## src/rtl/popcount_enum_int16_if.sv

```systemverilog
// Handshake bundle for the popcount enumerator: start/K request side and the
// valid/ready word stream with its status flags.
interface popcount_enum_int16_if #(
    parameter int WIDTH = 16,
    parameter int CW    = $clog2(WIDTH + 1),
    parameter int IDXW  = 14
);
    logic             start;
    logic [CW-1:0]    K;
    logic             busy;
    logic             out_valid;
    logic             out_ready;
    logic [WIDTH-1:0] out_data;
    logic [IDXW-1:0]  out_idx;
    logic             out_last;
    logic             done;
    logic             err;

    modport master (
        input  start, K, out_ready,
        output busy, out_valid, out_data, out_idx, out_last, done, err
    );

    modport slave (
        output start, K, out_ready,
        input  busy, out_valid, out_data, out_idx, out_last, done, err
    );
endinterface

```

## src/rtl/popcount_enum_int16.sv

```systemverilog
// Streams every WIDTH-bit word with exactly K bits set, in ascending order,
// using Gosper's next-combination step; one word per accepted beat.
module popcount_enum_int16 #(
    parameter int WIDTH = 16,
    parameter int CW    = $clog2(WIDTH + 1),
    parameter int IDXW  = 14
) (
    input  logic                 clk,
    input  logic                 rst,
    popcount_enum_int16_if.master bus
);
    localparam int            SW    = $clog2(WIDTH);
    localparam logic [CW-1:0] K_MAX = CW'(WIDTH);

    typedef enum logic [1:0] {IDLE, RUN, DONE} state_t;

    state_t           state;
    logic [WIDTH-1:0] data_q;
    logic [WIDTH-1:0] last_mask;
    logic [IDXW-1:0]  idx_q;
    logic             valid_q;
    logic             last_q;
    logic             busy_q;
    logic             done_q;
    logic             err_q;

    logic [WIDTH-1:0] low_bit;
    logic [WIDTH-1:0] ripple;
    logic [WIDTH-1:0] nxt;

    // Low n bits set; n == WIDTH needs the extra bit so the shift does not wrap.
    function automatic logic [WIDTH-1:0] ones(input logic [CW-1:0] n);
        logic [WIDTH:0] t;
        t = (WIDTH + 1)'(1) << n;
        t = t - (WIDTH + 1)'(1);
        return t[WIDTH-1:0];
    endfunction

    function automatic logic [SW-1:0] ctz(input logic [WIDTH-1:0] c);
        logic [SW-1:0] pos;
        pos = '0;
        for (int unsigned i = WIDTH; i > 0; i--) begin
            if (c[i-1]) pos = SW'(i - 1);
        end
        return pos;
    endfunction

    always_comb begin
        low_bit = data_q & (~data_q + WIDTH'(1));
        ripple  = data_q + low_bit;
        nxt     = (((ripple ^ data_q) >> 2) >> ctz(low_bit)) | ripple;
    end

    always_ff @(posedge clk or posedge rst) begin
        if (rst) begin
            state     <= IDLE;
            data_q    <= '0;
            last_mask <= '0;
            idx_q     <= '0;
            valid_q   <= 1'b0;
            last_q    <= 1'b0;
            busy_q    <= 1'b0;
            done_q    <= 1'b0;
            err_q     <= 1'b0;
        end else begin
            done_q <= 1'b0;
            err_q  <= 1'b0;
            case (state)
                IDLE: begin
                    if (bus.start) begin
                        if (bus.K > K_MAX) begin
                            err_q <= 1'b1;
                        end else begin
                            state     <= RUN;
                            busy_q    <= 1'b1;
                            valid_q   <= 1'b1;
                            data_q    <= ones(bus.K);
                            idx_q     <= '0;
                            last_mask <= ~ones(K_MAX - bus.K);
                            last_q    <= (ones(bus.K) == ~ones(K_MAX - bus.K));
                        end
                    end
                end
                RUN: begin
                    if (valid_q && bus.out_ready) begin
                        if (last_q) begin
                            state   <= DONE;
                            valid_q <= 1'b0;
                            last_q  <= 1'b0;
                            busy_q  <= 1'b0;
                            done_q  <= 1'b1;
                        end else begin
                            data_q <= nxt;
                            idx_q  <= idx_q + IDXW'(1);
                            last_q <= (nxt == last_mask);
                        end
                    end
                end
                DONE:    state <= IDLE;
                default: state <= IDLE;
            endcase
        end
    end

    assign bus.busy      = busy_q;
    assign bus.out_valid = valid_q;
    assign bus.out_data  = data_q;
    assign bus.out_idx   = idx_q;
    assign bus.out_last  = last_q;
    assign bus.done      = done_q;
    assign bus.err       = err_q;
endmodule

```

## src/flat_wrapper.sv

```systemverilog
// flat-port wrapper written by rule: the top's interface ports become plain ports
module popcount_enum_int16_flat 
#(
    parameter int WIDTH = 16,
    parameter int CW    = $clog2(WIDTH + 1),
    parameter int IDXW  = 14
)
  (clk, rst, bus_start, bus_K, bus_out_ready, bus_busy, bus_out_valid, bus_out_data, bus_out_idx, bus_out_last, bus_done, bus_err);
  popcount_enum_int16_if #(.WIDTH(WIDTH), .CW(CW), .IDXW(IDXW)) bus_i ();
  input  logic clk;
  input  logic rst;
  input wire logic [$bits(bus_i.start)-1:0] bus_start;
  input wire logic [$bits(bus_i.K)-1:0] bus_K;
  input wire logic [$bits(bus_i.out_ready)-1:0] bus_out_ready;
  output wire logic [$bits(bus_i.busy)-1:0] bus_busy;
  output wire logic [$bits(bus_i.out_valid)-1:0] bus_out_valid;
  output wire logic [$bits(bus_i.out_data)-1:0] bus_out_data;
  output wire logic [$bits(bus_i.out_idx)-1:0] bus_out_idx;
  output wire logic [$bits(bus_i.out_last)-1:0] bus_out_last;
  output wire logic [$bits(bus_i.done)-1:0] bus_done;
  output wire logic [$bits(bus_i.err)-1:0] bus_err;
  assign bus_i.start = bus_start;
  assign bus_i.K = bus_K;
  assign bus_i.out_ready = bus_out_ready;
  assign bus_busy = bus_i.busy;
  assign bus_out_valid = bus_i.out_valid;
  assign bus_out_data = bus_i.out_data;
  assign bus_out_idx = bus_i.out_idx;
  assign bus_out_last = bus_i.out_last;
  assign bus_done = bus_i.done;
  assign bus_err = bus_i.err;
  popcount_enum_int16 #(.WIDTH(WIDTH), .CW(CW), .IDXW(IDXW)) u_core (.clk(clk), .rst(rst), .bus(bus_i));
endmodule
```

## config.mk

```make
export PLATFORM = sky130hd
export DESIGN_NAME = popcount_enum_int16_flat
export DESIGN_NICKNAME = d
export VERILOG_FILES = /design/src/rtl/popcount_enum_int16_if.sv /design/src/rtl/popcount_enum_int16.sv /design/src/flat_wrapper.sv
export SDC_FILE = /design/constraint.sdc
export NUM_CORES = 1
export LEC_CHECK = 0
export BUFFER_PORTS_ARGS = -buffer_cell sky130_fd_sc_hd__buf_2
export CORE_MARGIN = 4
export CORE_UTILIZATION = 51
export DETAILED_ROUTE_END_ITERATION = 8
export GPL_ROUTABILITY_DRIVEN = 0
export PLACE_DENSITY = 0.78
export SLEW_MARGIN = 5
export SYNTH_ARGS = -nofsm -noshare
export SYNTH_HDL_FRONTEND = slang
export SYNTH_SLANG_ARGS = --single-unit
export TNS_END_PERCENT = 5
```

## constraint.sdc

```tcl
create_clock -name clk -period 9.04 [get_ports clk]
set_input_delay 1.356 -clock clk [delete_from_list [all_inputs] [get_ports clk]]
set_output_delay 1.356 -clock clk [all_outputs]
set_load 0.05 [all_outputs]
```

After elaboration in Yosys (flattened, before gate mapping) --
Index checks and enable logic that the tools add are counted.
Word-level totals: bits in registers 52, output and inout port bits 35, word-level logic and storage cells 87
Cells by class: add/sub/neg operators 6, $lt $le $gt $ge 1, eq/ne operators 8, shift operators 3, multiplexer cells 47, bitwise operators 6, reductions and logical operators 8
Operators by type and width (number):
- 2-to-1 mux 16 bit | 4
- 2-to-1 mux 4 bit | 16
- 2-to-1 mux 14 bit | 4
- equality test 16 bit | 2
- inverter 16 bit | 2
- one-hot mux 16 bit (2 select lines) | 1
- << shifter 1 x 5 -> 16 bit, first input constant | 2
- subtractor 16 x 1 -> 16 bit, second input constant | 2
- one-hot mux 14 bit (2 select lines) | 1
- adder 16 x 1 -> 16 bit, second input constant | 1
- adder 16 bit | 1
- bitwise AND 16 bit | 1
- bitwise OR 16 bit | 1
- right shift 14 x 4 -> 16 bit | 1
- bitwise XOR 16 bit | 1
- adder 14 x 1 -> 14 bit, second input constant | 1
- 2-to-1 mux 1 bit | 14
- AND reduction 5 bit | 2
- 2-to-1 mux 2 bit | 4
- AND reduction 4 bit | 2
- inequality test 2 bit, second input constant | 3
- > comparator 5 bit, second input constant | 1
- subtractor 5 bit, first input constant | 1
- inequality test 2 x 1 -> 1 bit, second input constant | 2
- 8 further kinds | 9

Depth between registers and ports, before layout --
word-level depth 25, depth in mapped cells 16, depth with buffers taken out 14

Worst setup path after synthesis --
OpenSTA, ideal clock, no wires.
kind input to register, from input bus_K[1], to register u_core.last_q (netlist: u_core.bus.out_last), setup time 92 ps, arrival 3905 ps, required time 8948 ps, slack 5043 ps, cell stages on the path 15, buffers on the path 2, cell sequence or2_2 clkbuf_1 nor2_1 mux2i_1 clkbuf_1 nand2_1 ha_1 xor2_1 xnor2_1 o21ai_0 nor3_1 nand4_1 a21oi_1 a32oi_1 o31ai_2
Between the ends: word-level cells in the longest chain between the ends 8, elaborated cells on any way between the ends 13
Ends and longest elaborated chain:
- from (decl) | line flat_wrapper.sv:13 | input wire logic [$bits(bus_i.K)-1:0] bus_K;
- subtractor 5 bit | line popcount_enum_int16.sv:80 | last_q <= (ones(bus.K) == ~ones(K_MAX - bus.K));
- << shifter 1 x 5 -> 16 bit | line popcount_enum_int16.sv:34 | t = (WIDTH + 1)'(1) << n;
- subtractor 16 x 1 -> 16 bit | line popcount_enum_int16.sv:35 | t = t - (WIDTH + 1)'(1);
- inverter 16 bit | line popcount_enum_int16.sv:80
- equality test 16 bit | line popcount_enum_int16.sv:80
- 2-to-1 mux 1 bit | line popcount_enum_int16.sv:71 | if (bus.K > K_MAX) begin
- 2-to-1 mux 1 bit | line popcount_enum_int16.sv:70 | if (bus.start) begin
- one-hot mux 1 bit (2 select lines) | line popcount_enum_int16.sv:68 | case (state)
- to (signal assigned) | line popcount_enum_int16.sv:80
- to (signal assigned) | line popcount_enum_int16.sv:95 | last_q <= (nxt == last_mask);
- to (decl) | line popcount_enum_int16.sv:22 | logic last_q;
Parallel ways exist; a longest one is shown, timed or not. The select of a mux whose other input is x is not followed. A chain may end at the register's enable or synchronous reset.

Worst setup path after layout --
from input bus_K[0], to register u_core.last_q (netlist: u_core.bus.out_last)
The elaborated chain is that of the path after synthesis.

==> impl_metrics.py <==
metrics = {
    "route": {
        "met3_wirelength_mm": 1.33,
        "met2WireLength_mm": 7.48,
        "drtAntennaViolNets": 0,
        "dr.first_iter.drc_count": 903,
        "wl_met1_mm": 7.07,
        "routed_via_density": 6.56,
        "drt_wl_total_mm": 16.3,
        "detail_route.drc_violations": 0,
        "detailroute.via_count": 5736,
        "drt_pass1_iterations": 7,
        "routedWlPerCell_um": 18.6,
        "route.top_layer_used": "met4",
    },
    "clocking": {
        "post_cts_resized": 0,
        "clk-insertion-delay-late_ns": 0.31,
        "hold_buffers": 0,
        "cts.path.max_buffers": 2,
        "cts-root-buf": "clkbuf_8",
        "clock_sinks": 52,
        "buffers_inserted_by_post_cts_timing_repair": 0,
        "cts_tree": "done",
        "cts.reportedPaths.clkPinSlew_ns": 0.09,
        "cts_buffers": 5,
        "htree_levels": 2,
    },
    "global_route": {
        "grt_overflow_total": 0,
        "grtUsageTotal": 0.252,
        "grt_antenna_before_repair": 0,
        "grt_pass1_wl_mm": 26.6,
        "via_count_of_the_first_global_routing_pass": 5204,
        "grt_max_degree": 53,
    },
    "synthesis": {
        "postSynth.topFlopCell": "dfrtp_1",
        "post_synth_mux_area_share": 0.0505,
        "ys_ff_latch": 52,
        "synthTopCellsByArea": "dfrtp_1 (24%), nand2_1 (6.2%), nor2_1 (5.5%), a21oi_1 (5.4%), o21ai_0 (5.2%)",
        "syn_avg_cell_area_sq_um": 7.37,
        "synth_largest_area_cell": "dfrtp_1",
        "synth-seq-area-share": 0.237,
        "post_synth_instance_area_sq_um": 5480,
        "netlist_instances": 743,
        "async_reset_ff_frac": 1.00,
        "complex_gate_fraction_of_the_synthesized_area": 0.287,
        "yosys.area.top_type_share": 0.237,
        "synth_warnings": 0,
        "synth_xor_area_frac": 0.0655,
        "synth_enable_flop_cells": 0,
        "post_synth_and_or_nand_nor_area_fraction": 0.286,
        "synthesis.nets": 758,
        "synth_top_family_by_area": "compound AO/OA/AOI/OAI gates",
        "count_of_distinct_cell_types_in_the_synthesized_netlist": 87,
        "post_synth_fa_ha_maj_area_fraction": 0.0137,
    },
    "sta": {
        "finalWorstPathRequiredPeriod_ns": 4.53,
        "max_freq_mhz": 221,
        "timing_hold_violations_final": 0,
        "fin_worst_skew_ns": 0.0123,
        "timing_worst_slew_pin_value_ns": 1.07,
        "setup_viol": 0,
        "setup_tns_ns": 0,
        "grt_setup_unrepaired": "false",
        "fin_hold_ws_ns": 0.517,
        "timing.final.crit_share": 0.502,
        "worst_slew_margin_rel": 0.287,
        "setup_slack_ns": 4.51,
        "slew_viol_final": 0,
    },
    "power_and_ir_drop": {
        "switching_share": 0.580,
        "switching_power_w": 0.00114,
        "leakage_nw": 2.37,
        "vdd.ir_drop.worst_v": 0.000172,
        "clock_share_of_power": 0.070,
        "tot_pwr_w": 0.00197,
        "internal-power_w": 0.000827,
        "powerDensity_nw_per_um2": 346,
        "share_comb_of_total_power": 0.677,
        "sequentialPowerShare": 0.253,
    },
    "critical_path": {
        "crit_path_max_fanout": 33,
        "arrival_ns": 4.72,
        "class_of_the_most_critical_setup_path": "in -> reg",
        "required_ns": 9.22,
        "timing.reg2reg.worst_path_depth": 11,
        "timing.critical_path.to_type": "register",
        "worst_setup_path_start_kind": "input port",
    },
    "placed_design": {
        "placed_cells": 867,
        "post-dp-hpwl_mm": 12.2,
        "preCtsSetupSlack_ns": 4.31,
        "numPortBuffers": 43,
    },
    "floorplan": {
        "floorplan.initialDensity": 0.526,
        "fp-row-count": 37,
        "dieWidth_um": 112,
        "ios": 44,
        "design.die.area_sq_um": 12500,
        "die-height_um": 112,
        "core_area_sq_um": 10400,
    },
    "worst_hold_path": {
        "hold_path_class": "reg -> reg",
        "holdPathStages": 2,
    },
    "flow_run": {
        "cap_violations": 0,
    },
    "run_status": {
        "status": "complete, no violations",
    },
    "finish": {
        "n_antenna_cell": 0,
        "fin_cells": 875,
        "post_route_cells_drive_above_1_share": 0.131,
        "area.growth.synth_to_final_pct": 4.02,
        "final_nets": 753,
    },
}
[layer usage]
layer / GRT usage / vias up
li1: - / 2682
met1: 0.358 / 2691
met2: 0.391 / 321
met3: 0.0326 / 42
met4: 0.0933 / 0
met5: 0 / -
[synth_stat cells, drive strengths merged (9+ instances only)]
library cell / count
and3: 13
a21oi: 60
xor2: 25
buf: 17
o21ai: 62
xnor2: 16
nor3: 22
nand3: 23
mux2i: 16
nor2: 83
clkbuf: 40
nand2: 91
mux2: 9
a21o: 9
a31oi: 11
or3: 11
nor2b: 13
dfrtp: 52
nand2b: 15
nand4: 11
inv: 16
o211ai: 14
[critical path, stage by stage]
cell      delay (ns)
buf_2           0.22
or2_2           0.39
inv_1           0.19
ha_1            0.89
o21bai_1        0.16
a21oi_1         0.43
a21o_1          0.20
inv_1           0.06
a21oi_1         0.15
o32ai_1         0.12
nand2b_1        0.18
a32oi_1         0.27
o31ai_2         0.10
[cell type report]
class | count | area [sq um]
Tap cell | 136 | 170
Fill cell | 963 | 4720
Clock buffer | 6 | 72.6
Multi-Input combinational cell | 618 | 3850
Timing Repair Buffer | 45 | 230
Clock inverter | 2 | 16.3
Sequential cell | 52 | 1300
Inverter | 16 | 60.1
[cell families after synthesis]
family                     count (synthesis)
AOI/OAI and AO/OA                        233
adders and majority gates                  6
muxes                                     25
DFF                                       52
and+or+nand+nor                          313
buffers and inverters                     73
xor gates and xnor gates                  41
[sequential cells by signal, indices dropped and copies added, names as in the netlist]
register / cells
u_core.bus.done: 1
u_core.state: 2
u_core.bus.out_data: 16
u_core.bus.out_last: 1
u_core.bus.out_idx: 14
u_core.bus.err: 1
u_core.bus.out_valid: 1
u_core.last_mask: 16
[power groups by stage]
stage	combinational [W]	clock [W]	sequential, W
floorplan	0.000994	0	0.000536
global placement	0.00129	0	0.000487
detailed placement	0.00130	0	0.000496
CTS	0.00131	0.000137	0.000491
global route	0.00144	0.000149	0.000516
finish	0.00133	0.000137	0.000499
[worst paths after layout]
| path | slack [ns] | startpoint | end |
|---|---|---|---|
| max | 4.51 | bus_K[0] | u_core.bus.out_last$_DFFE_PP0P_ |
| min | 0.52 | u_core.last_mask[2]$_DFFE_PP0P_ | u_core.last_mask[2]$_DFFE_PP0P_ |
| max reg2reg | 4.58 | u_core.bus.out_data[4]$_DFFE_PP0P_ | u_core.bus.out_last$_DFFE_PP0P_ |
| min reg2reg | 0.52 | u_core.last_mask[2]$_DFFE_PP0P_ | u_core.last_mask[2]$_DFFE_PP0P_ |
| max in group asynchronous | 7.08 | rst | u_core.bus.out_data[11]$_DFFE_PP0P_ |
| min in group asynchronous | 1.29 | rst | u_core.bus.out_idx[3]$_DFFE_PP0P_ |
[stage by stage]
step           cell area, sq um   util
2_1_floorplan              5480      -
3_3_place_gp               5610  0.539
3_5_place_dp               5610  0.539
4_1_cts                    5700  0.547
5_1_grt                    5700  0.547
6_report                   5700  0.547
[placed cells by master (no fill, tap or decap), types with 6 or more instances in the layout]
master    instances
and3_1           12
inv_1            15
a21o_1            9
mux2i_1          13
xor2_1           25
a21oi_1          59
or3_1            11
nor3_1           21
nand3_1          22
buf_2            43
nor2b_1          13
o21ai_0          57
mux2_2            7
nand2b_1         15
nand2_1          91
xnor2_1          16
o211ai_1         13
or2_2             6
nor2_1           80
ha_1              6
dfrtp_1          52
o22ai_1           6
nand4_1          11
o31a_1            6
a31oi_1          10
Note: power is estimated with default switching activity, not from simulation.
